===== config.mk =====
export PLATFORM = sky130hd
export DESIGN_NAME = seg_digit_sequencer
export DESIGN_NICKNAME = d
export VERILOG_FILES = /design/src/rtl/seg_digit_sequencer.sv
export SDC_FILE = /design/constraint.sdc
export NUM_CORES = 1
export LEC_CHECK = 0
export CAP_MARGIN = 15
export CELL_PAD_IN_SITES_DETAIL_PLACEMENT = 0
export CELL_PAD_IN_SITES_GLOBAL_PLACEMENT = 1
export CORE_MARGIN = 2
export CORE_UTILIZATION = 40
export CTS_BUF_LIST = sky130_fd_sc_hd__clkbuf_2
export CTS_CLUSTER_SIZE = 8
export DETAILED_ROUTE_END_ITERATION = 6
export PLACE_DENSITY = 0.72
export SLEW_MARGIN = 20
export SYNTH_ARGS = -nofsm -noshare
export SYNTH_HDL_FRONTEND = slang
export SYNTH_SLANG_ARGS = --single-unit

===== constraint.sdc =====
create_clock -name clk -period 2.4 [get_ports clk]
set_input_delay 0.6 -clock clk [delete_from_list [all_inputs] [get_ports clk]]
set_output_delay 0.6 -clock clk [all_outputs]
set_load 0.03 [all_outputs]

===== src/rtl/seg_digit_sequencer.sv =====
// seg_digit_sequencer
//   Playback sequencer feeding 4-bit codes to the 7-segment decoder.
//   Codes are appended to a small buffer through a valid/ready write port while
//   IDLE. On start, each entry is shown for DWELL_CYCLES clocks. Playback wraps
//   to entry 0 until stop is asserted. pause (level) freezes playback.
//
//   Optional feature macro: SEG_BLINK_EN
//     defined   : code_valid drops for the second half of each dwell period
//                 (dwell >= DWELL_CYCLES/2), so every entry blinks once.
//     undefined : code_valid stays high throughout RUN and HOLD.
//
//   state_dbg exposes the FSM state (0 = IDLE, 1 = RUN, 2 = HOLD).

module seg_digit_sequencer #(
    parameter int DWELL_CYCLES = 1000,  // >= 2
    parameter int DEPTH        = 8      // power of 2, >= 2
) (
    input  logic                     clk,
    input  logic                     reset,
    // Write handshake: a code is accepted on any rising edge where
    // wr_valid && wr_ready. wr_ready is combinational and never depends on
    // wr_valid. It is high only in IDLE with free space. wr_valid may be held
    // while wr_ready is low. Nothing is accepted until wr_ready rises.
    input  logic                     wr_valid,
    input  logic [3:0]               wr_data,
    output logic                     wr_ready,
    input  logic                     clear,
    input  logic                     start,
    input  logic                     pause,
    input  logic                     stop,
    output logic [3:0]               code,
    output logic                     code_valid,
    output logic                     busy,
    output logic                     wrapped,
    output logic [$clog2(DEPTH):0]   count,
    output logic [1:0]               state_dbg
);

    localparam int AW   = $clog2(DEPTH);
    localparam int CW   = AW + 1;
    localparam int DW   = $clog2(DWELL_CYCLES);
    localparam int HALF = DWELL_CYCLES / 2;

    typedef enum logic [1:0] {
        IDLE = 2'd0,
        RUN  = 2'd1,
        HOLD = 2'd2
    } state_t;

    state_t         state;
    logic [3:0]     mem [DEPTH];
    logic [AW-1:0]  rd_ptr;
    logic [DW-1:0]  dwell;

    logic           wr_fire;
    logic           dwell_last;
    logic [AW-1:0]  ptr_nxt;
    logic [DW-1:0]  dwell_adv;

    assign state_dbg = state;

    // Write acceptance and playback step decode
    always_comb begin
        wr_ready   = (state == IDLE) && (count < CW'(DEPTH));
        wr_fire    = wr_valid && wr_ready;
        dwell_last = (dwell == DW'(DWELL_CYCLES - 1));
        ptr_nxt    = (CW'(rd_ptr) == (count - 1'b1)) ? '0 : rd_ptr + 1'b1;
        dwell_adv  = dwell_last ? '0 : dwell + 1'b1;
    end

    // Buffer storage. Clear wins over a same-cycle write, so the write is dropped.
    always_ff @(posedge clk) begin
        if (wr_fire && !clear) begin
            mem[count[AW-1:0]] <= wr_data;
        end
    end

    // Control FSM with registered outputs, fill count, read pointer and dwell timer
    always_ff @(posedge clk) begin
        if (reset) begin
            state      <= IDLE;
            count      <= '0;
            rd_ptr     <= '0;
            dwell      <= '0;
            code       <= '0;
            code_valid <= 1'b0;
            busy       <= 1'b0;
            wrapped    <= 1'b0;
        end else begin
            wrapped <= 1'b0;
            case (state)
                IDLE: begin
                    // Clear also suppresses start, so playback never begins on an empty buffer.
                    if (clear) begin
                        count <= '0;
                    end else begin
                        if (wr_fire) begin
                            count <= count + 1'b1;
                        end
                        if (start && ((count != '0) || wr_fire)) begin
                            state      <= RUN;
                            busy       <= 1'b1;
                            code_valid <= 1'b1;
                            dwell      <= '0;
                            rd_ptr     <= '0;
                            // An empty buffer's first entry is the write landing this edge.
                            code       <= (count == '0) ? wr_data : mem[0];
                        end
                    end
                end
                RUN, HOLD: begin
                    if (stop) begin
                        state      <= IDLE;
                        busy       <= 1'b0;
                        code       <= '0;
                        code_valid <= 1'b0;
                        dwell      <= '0;
                        rd_ptr     <= '0;
                    end else begin
                        state <= pause ? HOLD : RUN;
                        // The timer advances on every edge where pause is low. A HOLD cycle
                        // whose pause has already dropped therefore counts. No dwell cycle is
                        // lost or added across a pause.
                        if (!pause) begin
                            dwell <= dwell_adv;
                            if (dwell_last) begin
                                rd_ptr  <= ptr_nxt;
                                code    <= mem[ptr_nxt];
                                wrapped <= (ptr_nxt == '0);
                            end
`ifdef SEG_BLINK_EN
                            code_valid <= (dwell_adv < DW'(HALF));
`else
                            code_valid <= 1'b1;
`endif
                        end
                    end
                end
                default: begin
                    state <= IDLE;
                end
            endcase
        end
    end

endmodule

* Yosys cells after proc, flatten, opt, wreduce, memory -nomap -nowiden
Memory sizes are Yosys's and may differ from the RTL's.
Index checks and enable logic that the tools add are counted.
W data, S select, Z words.
** Word-level totals
- Input port bits :: 11
- Output and inout port bits :: 14
- RAM bits :: 32
- Register bits after elaboration :: 26
- Memories :: 1
- Word-level logic and storage cells :: 80
** Memory list
- mem :: words 8, bits a word 4, rd ports 2, clocked after memory_dff 0, wr ports 1, RTL line 51 : logic [3:0] mem [DEPTH];
** Cells by class
- Mux-type cells :: 36
- Add/sub/neg operators :: 4
- $lt $le $gt $ge :: 1
- Reductions and logical operators :: 19
- Bitwise gates (word level) :: 2
- Equal/unequal tests :: 9
** Operator list (number)
- $mux W10 :: 5
- $mux W4 :: 8
- $pmux W10 S2 :: 1
- $mux W3 :: 6
- $add A10 B1 Y10 const B :: 1
- $eq A10 B10 Y1 const B :: 1
- $mux W2 :: 4
- $pmux W4 S2 :: 1
- $reduce_and A4 Y1 :: 2
- $mux W1 :: 7
- $ne A3 B3 Y1 const B :: 2
- $pmux W3 S2 :: 1
- $reduce_and A5 Y1 :: 1
- $reduce_or A5 Y1 :: 1
- $add A4 B1 Y4 const B :: 1
- $eq A3 B4 Y1 :: 1
- $logic_and A1 B1 Y1 :: 4
- $logic_not A4 Y1 :: 1
- $lt A4 B4 Y1 const B :: 1
- $ne A2 B2 Y1 const B :: 2
- $pmux W1 S2 :: 2
- $pmux W2 S2 :: 1
- $reduce_and A2 Y1 :: 2
- $reduce_bool A2 Y1 :: 2
- 12 further kinds :: 13

* Longest topological paths before layout
- Depth after elaboration :: 8
- Mapped depth :: 10
- Depth with buffers taken out :: 7

* Worst setup path before layout
No wires, ideal clock.
- Path type :: register to register
- Start point :: register count[1]
- End point :: register code[0]
- Data required time :: 2.309 ns
- Period minus slack after synthesis :: 2.151 ns
- Slack :: 0.249 ns
- Cell stages (with the launch flop) :: 11
- Data arrival time :: 2.060 ns
- Path buffers :: 3
- Setup time :: 0.091 ns
- Cell sequence :: dfxtp_1 buf_2 inv_1 ha_1 nor4b_4 o21ai_2 and3_1 buf_2 buf_2 nor2_1 a311oi_1
** On the way
- Longest elaborated chain between the ends :: 8
- Elaborated cells on any way between the ends :: 20
- Classes of those cells :: add/sub (1); order compare (1); eq/ne (2); mux (8); reduce/logical (7); memory (1)
** Ends and longest elaborated chain
- start: declaration :: RTL line 35 : output logic [$clog2(DEPTH):0] count,
- start signal: assignment :: RTL line 98 : count <= count + 1'b1;
- $sub A4 B1 Y4 :: RTL line 67 : ptr_nxt = (CW'(rd_ptr) == (count - 1'b1)) ? '0 : rd_ptr + 1'b1;
- $eq A3 B4 Y1 :: RTL line 67
- $mux W3 :: RTL line 67
- $mem_v2 Z8 W4
- $mux W4 :: RTL line 126 : if (dwell_last) begin
- $mux W4 :: RTL line 124 : if (!pause) begin
- $mux W4 :: RTL line 112 : if (stop) begin
- $pmux W4 S2 :: RTL line 91 : case (state)
- end signal: assignment :: RTL line 107 : code <= (count == '0) ? wr_data : mem[0];
- end signal: assignment :: RTL line 128 : code <= mem[ptr_nxt];
- end: declaration :: RTL line 31 : output logic [3:0] code,
Several ways; a longest one is shown, not always the timed one. The select of a mux whose other input is x is not followed.
A chain may end at the register's enable or synchronous reset.

* Final worst setup path
- Start point :: register count[1]
- End point :: output count[1]
No word-level cell between the ends.

==> insert_results.sql <==
INSERT INTO impl_metrics (metric_group, metric, value, unit) VALUES
('logic_synthesis', 'netlist_area', '0.00282', 'mm2'),
('run_status', 'outcome', 'complete, no violations', ''),
('logic_synthesis', 'asr_flop_ratio_synth', '0', ''),
('logic_synthesis', 'netlist.area_leader.share', '0.341', ''),
('setup_path', 'arrival', '1700', 'ps'),
('placed_design', 'port_buffers', '24', ''),
('pwr', 'vdd.ir_drop.worst', '0.000343', 'V'),
('timing', 'report.final.setup_viol', '0', ''),
('grt', 'groute.usage.overall', '0.176', ''),
('setup_path', 'worstSetupStartpoint', 'count[1]', ''),
('floorplan', 'design.core.area', '0.00679', 'mm2'),
('drt', 'num_vias', '2060', ''),
('worst_hold_path', 'hold_crit_path_type', 'reg2reg', ''),
('setup_path', 'timing.reg2reg.setup_slack', '250', 'ps'),
('logic_synthesis', 'synth-main-ff-cell', 'edfxtp_1', ''),
('logic_synthesis', 'synth_seq_cells', '58', ''),
('setup_path', 'startpoint_type', 'register', ''),
('clock_tree', 'insertion_delay', '510', 'ps'),
('clock_tree', 'tritoncts.num_buffers', '9', ''),
('finish', 'n_antenna_cell', '0', ''),
('logic_synthesis', 'synth.net_count', '273', ''),
('clock_tree', 'clkSinkCount', '58', ''),
('setup_path', 'crit_path_end_kind', 'primary output', ''),
('grt', 'global_route_wire_length_before_repair', '10.1', 'mm'),
('timing', 'skew', '24.2', 'ps'),
('timing', 'period_needed', '2300', 'ps'),
('drt', 'wire_per_inst', '14.6', 'um'),
('logic_synthesis', 'count_of_distinct_cell_types_in_the_synthesized_netlist', '49', ''),
('grt', 'global_route.overflow_total', '0', ''),
('setup_path', 'critical_path.endpoint', 'count[1]', ''),
('clock_tree', 'cts_buffer_depth', '2', ''),
('finish', 'layout-area-overhead-vs-synth', '22.3', '%'),
('clock_tree', 'cts-htree-levels', '3', ''),
('placed_design', 'place.detailed.hpwl', '4.31', 'mm'),
('setup_path', 'worst-path-max-fanout', '9', ''),
('finish', 'post_route_cells_drive_above_1_share', '0.197', ''),
('drt', 'ant_nets', '0', ''),
('setup_path', 'r2r_end', 'code[0]', ''),
('logic_synthesis', 'post_synth.cell_area_avg', '11.0', 'um2'),
('drt', 'remaining_drcs', '0', ''),
('logic_synthesis', 'ys_warn_count', '0', ''),
('setup_path', 'r2r-start', 'state_dbg[0]', ''),
('logic_synthesis', 'synthMostInstantiatedCell', 'nor2_1', ''),
('finish', 'finalNetCount', '322', ''),
('logic_synthesis', 'ys_top_cells_by_count', 'nor2_1, edfxtp_1, dfxtp_1, nand2_1, xor2_1', ''),
('floorplan', 'floorplan.initialDensity', '0.415', ''),
('timing', 'rsz_0062_raised_after_global_routing', 'false', ''),
('timing', 'post_route_clock_period_utilization', '0.956', ''),
('timing', 'final_max_slew_viol_count', '0', ''),
('job', 'number_of_maximum_capacitance_violations', '0', ''),
('grt', 'grt_start_max_net_pins', '15', ''),
('drt', 'detail_route.first_pass.iterations', '4', ''),
('clock_tree', 'postCtsHoldBufs', '0', ''),
('placed_design', 'preCtsSetupSlack', '5.06', 'ps'),
('floorplan', 'ios', '25', ''),
('timing', 'worstMarginPinSlew', '613', 'ps'),
('logic_synthesis', 'synthDominantAreaCellType', 'edfxtp_1', ''),
('clock_tree', 'clock_tree.root_cell', 'clkbuf_2', ''),
('logic_synthesis', 'synth_enable_flop_cells', '32', ''),
('clock_tree', 'cts_tree', 'yes', ''),
('drt', 'post_drt_via_cell_ratio', '5.07', ''),
('floorplan', 'die_area', '0.00774', 'mm2'),
('pwr', 'leakage', '1.27', 'nW'),
('timing', 'setup_slack', '104', 'ps'),
('logic_synthesis', 'synthesis.instances', '256', ''),
('grt', 'grt_pass1_vias', '2058', ''),
('placed_design', 'place_congestion', '0.750', ''),
('setup_path', 'crit_required', '1800', 'ps'),
('drt', 'first_iter_violations', '131', ''),
('timing', 'hold_violations', '0', ''),
('floorplan', 'row_count', '30', '');
## layer usage
metal	part of all wire	wire, um	GRT usage
met1	0.50	2990	0.245
met2	0.44	2590	0.258
met3	0.043	252	0.0547
met4	0.016	97	0.0671
met5	0	0	0
## cell families (layout without fill, tap and decap cells)
kind of cell / count (synthesis) / after routing / synth area share
AOI/OAI and AO/OA: 44 / 44 / 0.111
DFF: 58 / 58 / 0.526
muxes: 12 / 12 / 0.0621
adders and majority gates: 6 / 6 / 0.0266
buffers and inverters: 20 / 74 / 0.0368
and+or+nand+nor: 103 / 103 / 0.198
xor gates and xnor gates: 13 / 13 / 0.0404
## how the worst min path moves through the flow
stage | start | endpoint | slack, ps | depth (start not counted)
5_1_grt | code[1] | code[1] | 540 | 2
3_3_place_gp | code[3] | code[3] | 490 | 2
2_1_floorplan | dwell[1] | dwell[1] | 470 | 2
3_5_place_dp | code[0] | code[0] | 490 | 2
4_1_cts | code[0] | code[0] | 520 | 2
6_report | code[0] | code[0] | 510 | 2
## flip-flops by register name, summed over array words and instances, names as in the netlist
signal      cells
busy            1
count           4
code_valid      1
wrapped         1
rd_ptr          3
mem            32
dwell          10
state_dbg       2
code            4
## worst max-delay path: stages (launching register included)
cell	delay [ps]
dfxtp_1	360
buf_4	160
clkdlybuf4s50_1	680
## power by group
part / switching, mW / internal, mW / leakage, nW
clock network: 0.402 / 0.342 / 0.0760
registers: 0.0127 / 1.07 / 0.500
logic: 0.139 / 0.110 / 0.694
## per-stage QoR
step	utilization	TNS, ps	area (um2)	hold WS [ps]	std cells
2_1_floorplan	-	0	2820	469	256
3_5_place_dp	0.487	0	3310	495	390
6_report	0.507	0	3450	512	406
4_1_cts	0.507	0	3450	516	406
3_3_place_gp	0.487	-191	3310	488	390
5_1_grt	0.507	0	3450	537	406
## cell usage in the layout (no fill, tap or decap), drive strengths merged, types with 3 or more instances in the layout
cell type,n
nor2,38
edfxtp,32
buf,28
dfxtp,26
clkdlybuf4s50,21
nand2,12
a21oi,11
xor2,10
clkbuf,10
nand3,9
nor3,7
nand2b,7
inv,7
o21ai,7
nand4,6
ha,6
mux2,4
o22ai,4
o221ai,4
mux4,4
mux2i,4
a41oi,4
a311oi,4
nor2b,3
a31oi,3
xnor2,3
and3,3
nor3b,3
o21a,3
nor4,3
## layout make-up
type,instances,area [um2],area share
inverters,6,22.5,0.00653
clock buffers,9,45.0,0.0131
multi-input cells,178,1230,0.358
repair buffers,52,450,0.131
flip-flops and latches,58,1480,0.430
clock inverters,7,92.6,0.0269
well taps,96,120,0.0348
## timing repair
item                                   CTS  global route
pin swaps                                0             0
resized for setup                        2             4
setup endpoints to repair                2             3
endpoints found under the hold margin    0             0
Power figures use the tool's default switching activity.
